===== src/rtl/acc_job_sequencer.sv =====
// Job sequencer for the accumulator: configures it once per tile, meters iters*reads input beats
// and counts reads output beats per tile. Optional watchdog: ACC_SEQ_TIMEOUT_EN.
module acc_job_sequencer #(
    parameter int LOG_MAX_ITERS          = 16,
    parameter int LOG_MAX_READS_PER_ITER = 16,
    parameter int LOG_MAX_TILES          = 16,
    parameter int TIMEOUT_CYCLES         = 1024
) (
    input  logic                              clk,
    input  logic                              rst,
    input  logic                              start,
    input  logic [LOG_MAX_TILES-1:0]          cfg_num_tiles,
    input  logic [LOG_MAX_ITERS-1:0]          cfg_num_iters,
    input  logic [LOG_MAX_READS_PER_ITER-1:0] cfg_num_reads_per_iter,
    output logic                              busy,
    output logic                              done,
    output logic                              error,
    output logic [LOG_MAX_TILES-1:0]          tile_idx,
    output logic                              acc_configure,
    output logic [LOG_MAX_ITERS-1:0]          acc_num_iters,
    output logic [LOG_MAX_READS_PER_ITER-1:0] acc_num_reads_per_iter,
    input  logic                              up_valid,
    output logic                              up_avail,
    output logic                              acc_valid_in,
    input  logic                              acc_avail_out,
    input  logic                              acc_valid_out
);
    localparam logic [1:0] S_IDLE   = 2'd0;
    localparam logic [1:0] S_CONFIG = 2'd1;
    localparam logic [1:0] S_RUN    = 2'd2;
    localparam logic [1:0] S_DONE   = 2'd3;
    localparam int CNT_W = LOG_MAX_ITERS + LOG_MAX_READS_PER_ITER;

    logic [1:0]                        state;
    logic [LOG_MAX_TILES-1:0]          num_tiles;
    logic [CNT_W-1:0]                  in_cnt;
    logic [LOG_MAX_READS_PER_ITER-1:0] out_cnt;
    logic                              gate;
    logic                              in_beat;
    logic                              out_beat;
    logic                              last_out;
    logic                              timeout;

    // Handshake: a beat transfers on a cycle where valid and avail are both high; the gate
    // forces both directions low once the tile's input quota is used up or outside RUN.
    assign gate          = (state == S_RUN) && (in_cnt != '0);
    assign acc_valid_in  = up_valid & gate;
    assign up_avail      = acc_avail_out & gate;
    assign in_beat       = up_valid & acc_avail_out & gate;
    assign out_beat      = (state == S_RUN) & acc_valid_out;
    assign last_out      = out_beat && (out_cnt == LOG_MAX_READS_PER_ITER'(1));
    assign busy          = (state == S_CONFIG) || (state == S_RUN);
    assign done          = (state == S_DONE);
    assign acc_configure = (state == S_CONFIG);

`ifdef ACC_SEQ_TIMEOUT_EN
    localparam int WDOG_W = $clog2(TIMEOUT_CYCLES + 1);
    logic [WDOG_W-1:0] wdog;
    logic              err_q;

    assign timeout = (state == S_RUN) && !in_beat && !out_beat
                     && (wdog == WDOG_W'(TIMEOUT_CYCLES - 1));
    assign error   = err_q;

    always_ff @(posedge clk or negedge rst) begin
        if (!rst) begin
            wdog  <= '0;
            err_q <= 1'b0;
        end else begin
            if ((state != S_RUN) || in_beat || out_beat) wdog <= '0;
            else                                         wdog <= wdog + WDOG_W'(1);
            if (timeout) err_q <= 1'b1;
        end
    end
`else
    assign timeout = 1'b0;
    assign error   = 1'b0;
    if (TIMEOUT_CYCLES < 1) begin : g_bad_timeout
        $error("TIMEOUT_CYCLES must be at least 1");
    end
`endif

    always_ff @(posedge clk or negedge rst) begin
        if (!rst) begin
            state                  <= S_IDLE;
            num_tiles              <= '0;
            tile_idx               <= '0;
            acc_num_iters          <= '0;
            acc_num_reads_per_iter <= '0;
            in_cnt                 <= '0;
            out_cnt                <= '0;
        end else begin
            case (state)
                S_IDLE: begin
                    if (start) begin
                        num_tiles              <= cfg_num_tiles;
                        acc_num_iters          <= cfg_num_iters;
                        acc_num_reads_per_iter <= cfg_num_reads_per_iter;
                        tile_idx               <= '0;
                        if ((cfg_num_tiles == '0) || (cfg_num_iters == '0)
                            || (cfg_num_reads_per_iter == '0))
                            state <= S_DONE;
                        else
                            state <= S_CONFIG;
                    end
                end
                S_CONFIG: begin
                    // Zero-extend both factors so the full product fits in CNT_W bits.
                    in_cnt  <= {{LOG_MAX_READS_PER_ITER{1'b0}}, acc_num_iters}
                               * {{LOG_MAX_ITERS{1'b0}}, acc_num_reads_per_iter};
                    out_cnt <= acc_num_reads_per_iter;
                    state   <= S_RUN;
                end
                S_RUN: begin
                    if (in_beat)  in_cnt  <= in_cnt - CNT_W'(1);
                    if (out_beat) out_cnt <= out_cnt - LOG_MAX_READS_PER_ITER'(1);
                    if (timeout) begin
                        state <= S_DONE;
                    end else if (last_out) begin
                        if (tile_idx == num_tiles - LOG_MAX_TILES'(1)) begin
                            state <= S_DONE;
                        end else begin
                            tile_idx <= tile_idx + LOG_MAX_TILES'(1);
                            state    <= S_CONFIG;
                        end
                    end
                end
                default: state <= S_IDLE;
            endcase
        end
    end
endmodule


===== config.mk =====
export PLATFORM = sky130hd
export DESIGN_NAME = acc_job_sequencer
export DESIGN_NICKNAME = d
export VERILOG_FILES = /design/src/rtl/acc_job_sequencer.sv
export SDC_FILE = /design/constraint.sdc
export NUM_CORES = 1
export LEC_CHECK = 0
export CORE_MARGIN = 5
export CORE_UTILIZATION = 60
export CTS_BUF_LIST = sky130_fd_sc_hd__clkbuf_8
export CTS_CLUSTER_DIAMETER = 80
export DETAILED_ROUTE_END_ITERATION = 7
export PLACE_DENSITY_LB_ADDON = 0.2
export SKIP_LAST_GASP = 1
export SLEW_MARGIN = 20
export SYNTH_ARGS = -nofsm -noshare
export SYNTH_HDL_FRONTEND = slang
export SYNTH_SLANG_ARGS = --single-unit

===== constraint.sdc =====
create_clock -name clk -period 15.3 [get_ports clk]
set_input_delay 1.53 -clock clk [delete_from_list [all_inputs] [get_ports clk]]
set_output_delay 1.53 -clock clk [all_outputs]
set_load 0.02 [all_outputs]

==> summary.txt <==
STA
  – Final setup fails: 0
  – Worst-margin pin slew: between 0.9 and 1 ns
  – Period utilization: about 45%
  – Fmax: 0.146 GHz
  – Final WS setup: approximately 8.4 ns
  – Final Skew: around 0.016 ns
  – Max Slew Vio Count: 0
  – Max-slew headroom: 36.1%
  – Hold slack: about 0.53 ns
  – Final count of hold timing violations: 0
  – Final setup TNS: 0 ns
  – Final min period: 6.87 ns
  – RSZ-0062 raised after global routing: false

Clock tree
  – Clk Latency, worst-skew pair: between 0.4 and 0.5 ns
  – Post_cts resized: 0
  – Setup bufs post-CTS: 0
  – Clk buf depth: 2
  – Clock Sinks: about 110
  – Cts bufs inserted: 17
  – H-Tree Depth: 4
  – Hold buffers post-CTS: 0
  – CTS tree: done
  – Root Driver: clkbuf_8
  – Clk slew on worst S/H paths: 0.09 ns

Floorplanning
  – Die footprint: roughly 28000 um2
  – Die H: 168 um
  – Die W: approximately 170 um
  – Core Rows: 58
  – Number of top-level pins: between 100 and 150
  – Core box area: approximately 25000 um2
  – Starting density of the core: 60.3%

Logic synthesis
  – Syn Area/Cell: 8.95 um2
  – Number of enable flip-flop cells after synthesis: 0
  – Mapped Area: ~15000 um2
  – Mapped Cells: approximately 1700
  – Share of the yosys chip area belonging to registers: 19.0%
  – Ys async rst share: between 90% and 100%
  – Mapped Nets: 2043
  – Most used DFF post-synth: dfrtp_1
  – Library cells used by synthesis: 66
  – Yosys reg bits: approximately 110
  – Yosys warns: 0

Route
  – DR DRC count: 0
  – Initial drt markers: around 1100
  – Routed WL per cell: roughly 19 um
  – Initial DRT Pass Iterations: 6
  – Vias: 12459
  – ANT nets after route: 0
  – DRT Wirelength: between 40000 and 50000 um
  – Via/cell ratio: ~6.0

Hold path
  – WHS Endpoint: in_cnt[11]
  – Hold path startpoint: in_cnt[11]
  – Hold path depth: 2
  – Hold Path Class: flop to flop

Critical path
  – Nature of the critical path startpoint: flop
  – Worst path required time: between 15 and 20 ns
  – Arrival @ worst endpoint: around 7.3 ns
  – Critical path class: flop to flop
  – Worst Reg2Reg Path Length in Cells: 18
  – Worst Path Max Fanout: 18
  – FF-to-FF End: in_cnt[24]
  – Critical Path Sink Type: flop
  – Reg2reg start: acc_num_iters[9]
  – R2R setup slack: between 8 and 9 ns

Global route
  – Number of antenna violations at the first check in global routing: 0
  – Total Routing Usage GR: 29.1%
  – Pin count of the biggest net entering global routing: 64
  – Vias in the first global route: around 13000
  – First-pass GRT wire length: roughly 66000 um
  – Grt total ovfl: 0

Cells and area
  – Fraction of layout instances using a drive strength above 1: 6.11%
  – # fillers: 2008
  – Final net count: ~2100
  – Synthesis-to-layout area growth: 10.9%
  – Fin area: roughly 17000 um2
  – # diodes: 0

Place
  – Hpwl dp: slightly above 30000 um
  – PortBufs: between 100 and 150
  – RD Place Congestion: roughly 0.9
  – Placed inst area: between 15000 and 20000 um2
  – Dpl ws: 8.56 ns

Flow run
  – Total of max-cap violations: 0

Status
  – Status: finished, final reports clean
-- cell usage after synthesis (all sizes together), types with 17 or more instances --
library cell	n	area, um2
ha	113	1410
nand2	215	807
a21oi	59	295
nor4	27	175
fa	194	3880
nor3	20	100
xor2	27	236
nand3	34	170
nor2	47	176
o211ai	19	143
and3	17	106
a21o	18	135
clkbuf	73	274
xnor2	20	175
and2	120	751
or3	17	111
dfrtp	114	2850
o21ai	71	355
mux2	51	574
inv	242	908
-- cells in the final DEF (no fill, tap or decap), drive strengths merged, types with 18 or more instances in the layout --
cell,synthesis,final
a21o,18,18
a21oi,59,59
and2,120,120
clkdlybuf4s50,0,105
dfrtp,114,114
fa,194,194
ha,113,113
inv,242,252
mux2,51,51
nand2,215,215
nand3,34,34
nor2,47,47
nor3,20,20
nor4,27,27
o211ai,19,19
o21ai,71,71
xnor2,20,20
xor2,27,27
-- layer usage --
metal  share of wire, %  wire [um]  track usage, %
met5                  0          0               0
met4                4.1       1630            12.0
met3                7.5       3030            5.94
met2                 48      19300            47.4
met1                 40      16200            38.1
-- worst max-delay path by stage --
stage / startpoint / to / slack [ns] / cells past startpoint
final: acc_num_iters[9] / in_cnt[24] / 8.43 / 18
after global routing: acc_num_iters[9] / in_cnt[24] / 8.15 / 18
after CTS: acc_num_iters[9] / in_cnt[24] / 8.49 / 18
after detailed placement: acc_num_iters[9] / in_cnt[24] / 8.56 / 18
after global placement: acc_num_reads_per_iter[1] / in_cnt[24] / 8.68 / 18
after floorplan: acc_num_reads_per_iter[7] / in_cnt[24] / 8.84 / 22
-- metrics by stage --
step / std cells / util, %
2_1_floorplan: 1682 / -
3_3_place_gp: 2048 / 65.3
3_5_place_dp: 2048 / 65.3
4_1_cts: 2080 / 66.9
5_1_grt: 2080 / 66.9
6_report: 2080 / 66.9
-- area by class of cell --
cell class | instances | area (um2) | share of cell area, %
inverter | 242 | 908 | 5.44
clock inverter | 15 | 166 | 0.997
timing repair buffer | 116 | 1130 | 6.79
tap | 330 | 413 | 2.47
multi-input combinational | 1246 | 11000 | 65.8
sequential | 114 | 2850 | 17.1
clock buffer | 17 | 234 | 1.40
-- worst max-delay path, cell delays in order, from the launching register on --
cell and delay (ns):
dfrtp_1 0.89, nand2_1 0.17, fa_1 0.52, fa_1 0.57, fa_1 0.44, fa_1 0.56, inv_1 0.05, fa_1 0.50
inv_1 0.06, fa_1 0.49, inv_1 0.05, ha_1 0.33, inv_1 0.09, or3_1 0.44, o22a_1 0.27, o221ai_1 0.44
a21oi_1 0.17, or4b_2 0.64, nand3_1 0.09
-- cell families after synthesis --
| kind of cell | count (synthesis) | synth area share (%) |
|---|---|---|
| multiplexers | 62 | 4.55 |
| buffers and inverters | 322 | 8.06 |
| XOR/XNOR | 47 | 2.73 |
| adder cells (fa/ha/maj) | 307 | 35.2 |
| flip-flops | 114 | 19.0 |
| AND/OR/NAND/NOR | 578 | 19.9 |
| other | 1 | 0.0249 |
| AO/OA/AOI/OAI | 251 | 10.6 |
-- state kept, by name, summed over array words and instances (netlist names) --
register                cells
in_cnt                     32
acc_num_reads_per_iter     16
state                       2
num_tiles                  16
tile_idx                   16
acc_num_iters              16
out_cnt                    16
Power is left out: the tool's default activity adds up to more than one toggle a clock period on the data nets, which glitch-free logic cannot reach.
